===== config.mk =====
export PLATFORM = sky130hd
export DESIGN_NAME = tetris_btn_cond
export DESIGN_NICKNAME = d
export VERILOG_FILES = /design/src/rtl/tetris_btn_cond.sv
export SDC_FILE = /design/constraint.sdc
export NUM_CORES = 1
export LEC_CHECK = 0
export CELL_PAD_IN_SITES_DETAIL_PLACEMENT = 1
export CELL_PAD_IN_SITES_GLOBAL_PLACEMENT = 2
export CORE_UTILIZATION = 38
export CTS_BUF_LIST = sky130_fd_sc_hd__clkbuf_16
export DETAILED_ROUTE_END_ITERATION = 10
export GPL_ROUTABILITY_DRIVEN = 0
export PLACE_DENSITY = 0.87
export SYNTH_ARGS = -nofsm -noshare
export SYNTH_HDL_FRONTEND = slang
export SYNTH_SLANG_ARGS = --single-unit

===== constraint.sdc =====
create_clock -name clk -period 2.7 [get_ports clk]
set_input_delay 0.54 -clock clk [delete_from_list [all_inputs] [get_ports clk]]
set_output_delay 0.54 -clock clk [all_outputs]
set_load 0.01 [all_outputs]

===== src/rtl/tetris_btn_cond.sv =====
// Push-button conditioning for the game core: 2-flop sync, debounce, one-cycle press pulses.
// Define TETRIS_BTN_REPEAT_EN to add DAS-style auto-repeat on the left, right and down buttons.
module tetris_btn_cond #(
    parameter int unsigned DB_CYCLES     = 1000000,
    parameter int unsigned REPEAT_DELAY  = 25000000,
    parameter int unsigned REPEAT_PERIOD = 8000000,
    parameter int unsigned CNT_W         = 25
) (
    input  logic       clk,
    input  logic       rst,
    input  logic       btnL,
    input  logic       btnR,
    input  logic       btnD,
    input  logic       btnS,
    output logic       pL,
    output logic       pR,
    output logic       pD,
    output logic       pS,
    output logic [3:0] held
);

    localparam logic [CNT_W-1:0] DB_LAST = CNT_W'(DB_CYCLES - 1);

    // Bit order everywhere is {S, D, R, L}
    logic [3:0] w_raw;
    logic [3:0] r_s1;
    logic [3:0] r_s2;
    logic [3:0] w_st;
    logic [3:0] w_rise;
    logic [3:0] w_ev;

    assign w_raw = {btnS, btnD, btnR, btnL};

    always_ff @(posedge clk) begin
        if (rst) begin
            r_s1 <= '0;
            r_s2 <= '0;
        end else begin
            r_s1 <= w_raw;
            r_s2 <= r_s1;
        end
    end

    for (genvar g = 0; g < 4; g++) begin : g_db
        logic             r_st;
        logic [CNT_W-1:0] r_cnt;

        always_ff @(posedge clk) begin
            if (rst) begin
                r_st  <= 1'b0;
                r_cnt <= '0;
            end else if (r_s2[g] == r_st) begin
                r_cnt <= '0;
            end else if (r_cnt == DB_LAST) begin
                r_st  <= r_s2[g];
                r_cnt <= '0;
            end else begin
                r_cnt <= r_cnt + CNT_W'(1);
            end
        end

        assign w_st[g]   = r_st;
        // Rise is flagged on the same edge that commits the new level
        assign w_rise[g] = r_s2[g] & ~r_st & (r_cnt == DB_LAST);
    end

`ifdef TETRIS_BTN_REPEAT_EN
    typedef enum logic [1:0] {IDLE, DELAY, REPEAT} rep_state_t;

    localparam logic [CNT_W-1:0] RD_LAST = CNT_W'(REPEAT_DELAY - 1);
    localparam logic [CNT_W-1:0] RP_LAST = CNT_W'(REPEAT_PERIOD - 1);

    for (genvar g = 0; g < 3; g++) begin : g_rep
        rep_state_t       r_state;
        rep_state_t       w_state_nx;
        logic [CNT_W-1:0] r_rc;
        logic [CNT_W-1:0] w_rc_nx;
        logic             w_pulse;

        always_ff @(posedge clk) begin
            if (rst) begin
                r_state <= IDLE;
                r_rc    <= '0;
            end else begin
                r_state <= w_state_nx;
                r_rc    <= w_rc_nx;
            end
        end

        always_comb begin
            w_state_nx = r_state;
            w_rc_nx    = r_rc + CNT_W'(1);
            w_pulse    = 1'b0;
            case (r_state)
                IDLE: begin
                    w_rc_nx = '0;
                    if (w_rise[g]) begin
                        w_pulse    = 1'b1;
                        w_state_nx = DELAY;
                    end
                end
                DELAY: begin
                    if (!w_st[g]) begin
                        w_state_nx = IDLE;
                        w_rc_nx    = '0;
                    end else if (r_rc == RD_LAST) begin
                        w_pulse    = 1'b1;
                        w_state_nx = REPEAT;
                        w_rc_nx    = '0;
                    end
                end
                REPEAT: begin
                    if (!w_st[g]) begin
                        w_state_nx = IDLE;
                        w_rc_nx    = '0;
                    end else if (r_rc == RP_LAST) begin
                        w_pulse = 1'b1;
                        w_rc_nx = '0;
                    end
                end
                default: begin
                    w_state_nx = IDLE;
                    w_rc_nx    = '0;
                end
            endcase
        end

        assign w_ev[g] = w_pulse;
    end

    assign w_ev[3] = w_rise[3];
`else
    // REPEAT_* have no effect in the press-only build
    logic w_unused_repeat_cfg;
    assign w_unused_repeat_cfg = ^{REPEAT_DELAY, REPEAT_PERIOD};
    assign w_ev = w_rise;
`endif

    // Simultaneous left and right events cancel each other
    always_ff @(posedge clk) begin
        if (rst) begin
            pL <= 1'b0;
            pR <= 1'b0;
            pD <= 1'b0;
            pS <= 1'b0;
        end else begin
            pL <= w_ev[0] & ~w_ev[1];
            pR <= w_ev[1] & ~w_ev[0];
            pD <= w_ev[2];
            pS <= w_ev[3];
        end
    end

    assign held = w_st;

endmodule

## Word-level counts from Yosys, hierarchy flattened

Index checks and enable logic that the tools add are counted.

- Equality and inequality tests: 8
- Add/sub/neg operators: 4
- Reduce and logical (&&, ||, !) cells: 8
- Bitwise gates (word level): 20

Operators with widths:

| operator | count |
|---|---|
| 25-bit by 1-bit adder with 25-bit output (second input constant) | 4 |
| 25-bit by 20-bit equality test with 1-bit output (second input constant) | 4 |
| 3-bit OR reduction | 4 |
| 1-bit bitwise AND | 10 |
| 1-bit inverter | 10 |
| 2-bit AND reduction | 4 |
| 1-bit equality test | 4 |

- Word-level logic and storage cells: 54
- Register bits: 116
- Output and inout port bits: 8
- Input bits: 6

## Depth between registers and ports, before layout

- Depth after elaboration: 5
- Depth in mapped cells: 6
- Depth with buffers taken out: 5

## Least setup slack after synthesis

Ideal clock, no wire load.

- Kind: reg-to-reg
- Start: reg g_db[0].r_cnt[0]
- End: reg g_db[0].r_cnt[22]
- Arrival: 1.843 ns
- Clock period less this slack: 1.913 ns
- Path buffers: 1
- Slack: 0.787 ns
- Required time: 2.630 ns
- Library setup time: 0.070 ns
- Cell stages (with the launch flop): 7
- Cells stage by stage: dfxtp_1 -> ha_1 -> nand2_1 -> or4_4 -> buf_6 -> or4_1 -> a21oi_1

- Word-level cells in the longest chain between the ends: 2
- Elaborated cells between the ends (all ways): 3
- Those cells by class: add/sub (1); eq/ne (1); reduce/logical (1)

Ends and longest elaborated chain:

| element | line | RTL |
|---|---|---|
| start, declared | 46 | `logic [CNT_W-1:0] r_cnt;` |
| start signal, assigned | 58 | `r_cnt <= r_cnt + CNT_W'(1);` |
| parallel branches: the longest is 2 deep, another holds 25-bit by 1-bit adder with 25-bit output | n/a |  |

Parallel ways; which one is timed is not known.
A chain may end at the register's enable or synchronous reset.

## Final worst setup path

- Start: reg g_db[2].r_cnt[11]
- End: reg g_db[2].r_cnt[9]

- Word-level cells in the longest chain between the ends: 2

Ends and longest elaborated chain:

| element | line | RTL |
|---|---|---|
| start, declared | 46 |  |
| start signal, assigned | 58 |  |
| 25-bit by 20-bit equality test with 1-bit output | 54 | `end else if (r_cnt == DB_LAST) begin` |
| 3-bit OR reduction (no line) | n/a |  |

Every way passes these cells.

==> out/metrics.csv <==
metric,value,unit
setup_viol,0,
hold_violations,0,
cts_tree,built,
clk_pin_slew,0.05,ns
clkLatencyLatePin,0.42,ns
syn_area,0.00522,mm2
die_w,119,um
min_to,r_s2[1],
drt-pass1-iter-count,4,
ys_ff_latch,116,
clock.fmax,425,MHz
viasPerCell,5.48,
status,finished clean,
cts_hold_buffers,0,
drc,0,
fin_ws,0.346,ns
vdd_ir_drop_max,459,uV
fin_crit,2.35,ns
core,0.0133,mm2
htree_levels,4,
synth_commonest_cells,"dfxtp_1 (116), nor2_1 (65), a21oi_1 (45)",
ys_top_cells_by_area,"dfxtp_1 (44%), xnor2_1 (5.9%), nor2_1 (4.7%), a21oi_1 (4.3%), or3_1 (3.8%)",
grt_pass1_wl,20.8,mm
grt-ovfl-total,0,
pre_cts_ws,0.475,ns
n_antenna_cell,0,
antenna_found_initial,0,
finalMaxSlewViolations,0,
crit_path_end_kind,register,
hold_path_depth,1,
die-area,0.0142,mm2
clock_skew,0.00618,ns
yosysTopAreaCell,dfxtp_1,
r2r-end,g_db[2].r_cnt[9],
layout-drive-gt1-share,7.14,%
cts_resized,0,
rr_worst_depth,5,
layout.nets,631,
synth_most_common_cell,dfxtp_1,
maxCapViolations,0,
io_pins,14,
yosys_warnings,0,
power_density,627,mW/mm2
synth_top_area_share,44.5,%
wire_per_inst,14.9,um
synth.net_count,619,
grt_max_degree,25,
post_cts_buffers,0,
worst_hold_path_type,register to register,
hold_ws,0.434,ns
ff2ff_setup_slack,0.35,ns
required,3.00,ns
root_buffer,clkbuf_16,
drt_wl_total,12.0,mm
area_growth,15.6,%
multi_input_area,0.00269,mm2
hpwl,8.06,mm
io_buffer_count,13,
critical_path_class,register to register,
worst-path-max-fanout,16,
reg2reg_from,g_db[2].r_cnt[11],
max_slew.worst_pin.slew,0.535,ns
final_cells,806,
ant_nets,0,
min-delay-start,r_s1[1],
first_iter_violations,237,
seq_area,0.00232,mm2
slew_headroom,64.2,%
ctsLongestPathBuffers,2,
grt_pass1_vias,4429,
nFillCells,1555,
synth_edf_count,0,
postSynthCellCount,605,
dpl_cell_area,0.00551,mm2
dp_cells,774,
critPathLaunchType,register,
fp.dieH,119,um
cts_sinks,116,
start_util,39.3,%
yosys_most_used_dff,dfxtp_1,
leakagePower,1.72,nW
finalCritPeriodShare,87.2,%
rows,42,
via_count,4415,
fin_area,0.00603,mm2
ys_seq_area_share,44.5,%
synthArstFlopShare,0,%
ys_types,44,
arrival,2.66,ns
syn_area_per_cell,8.63,um2
cts_inserted_buffers,17,
grt_setup_unrepaired,false,
grt_usage,18.3,%
tns,0,ns
cell families (layout without fill, tap and decap cells):
logic type	Yosys count	count (layout)	share of synthesized area, %
adders and majority gates	8	8	1.92
xor gates and xnor gates	50	50	8.39
and+or+nand+nor	283	283	30.2
DFF	116	116	44.5
AOI/OAI and AO/OA	96	96	10.7
buffers and inverters	52	77	4.27
layer usage:
metal | vias up | share of wire [%] | global-route usage [%]
met5 | - | 0 | 0
met1 | 2164 | 47 | 21.7
met4 | 0 | 1.9 | 8.15
met2 | 33 | 49 | 31.1
li1 | 2200 | - | -
met3 | 18 | 2.1 | 4.74
cell usage in the layout (no fill, tap or decap), drive strengths merged, types with 2 or more instances in the layout:
cell type | synthesis | layout
and2 | 4 | 4
or4 | 20 | 20
dfxtp | 116 | 116
nor4bb | 2 | 2
ha | 8 | 8
clkdlybuf4s50 | 0 | 13
nor2b | 9 | 9
xnor2 | 35 | 35
nor3 | 21 | 21
nand3 | 32 | 32
clkbuf | 18 | 17
buf | 9 | 7
nor4b | 5 | 5
nand2 | 29 | 29
o31ai | 15 | 15
nor2 | 65 | 65
nand4 | 26 | 26
clkinvlp | 0 | 2
o41ai | 4 | 4
or2 | 4 | 4
clkinv | 0 | 11
or4b | 2 | 2
inv | 25 | 26
nor4 | 15 | 15
and4 | 7 | 7
a21oi | 45 | 45
or3 | 32 | 32
xor2 | 15 | 15
o21ai | 28 | 28
and3 | 5 | 5
final cells by class:
| type | instances | area share, % |
|---|---|---|
| clock buffer | 17 | 7.05 |
| clock inverter | 15 | 1.64 |
| inverter | 25 | 1.56 |
| multi-input combinational | 437 | 44.6 |
| sequential | 116 | 38.5 |
| tap | 176 | 3.65 |
| timing repair buffer | 20 | 3.03 |
per-stage QoR:
stage               util, %  power [mW]
floorplan                 -        1.79
global placement       41.4        1.80
detailed placement     41.4        1.81
CTS                    45.4        3.83
global route           45.4        3.91
finish                 45.4        3.78
critical path, stage by stage, from the launching register on:
cell,delay (ns)
dfxtp_1,0.35
nor4b_1,0.47
nand4_1,0.35
o41ai_4,0.66
buf_4,0.32
nor2_1,0.07
worst max path at each step:
stage,startpoint,to,slack [ns],depth (start not counted)
3_5_place_dp,g_db[2].r_cnt[11],g_db[2].r_cnt[9],0.47,5
6_report,g_db[2].r_cnt[11],g_db[2].r_cnt[9],0.35,5
2_1_floorplan,g_db[0].r_cnt[0],g_db[0].r_cnt[22],0.79,6
4_1_cts,g_db[2].r_cnt[11],g_db[2].r_cnt[9],0.32,5
5_1_grt,g_db[2].r_cnt[11],g_db[2].r_cnt[18],0.19,5
3_3_place_gp,g_db[2].r_cnt[11],g_db[2].r_cnt[10],0.56,5
where the power goes:
group	internal (mW)	total, mW	leakage (nW)	switching (mW)
registers	1.72	1.72	0.936	0.00383
clock network	1.23	2.01	0.263	0.781
logic	0.0185	0.0450	0.524	0.0265
registers in the layout, indices dropped and copies added, names as in the netlist:
name,cells
pR,1
pD,1
pS,1
g_db.r_cnt,100
r_s2,4
pL,1
r_s1,4
g_db.r_st,4
Note: power is estimated with default switching activity, not from simulation.
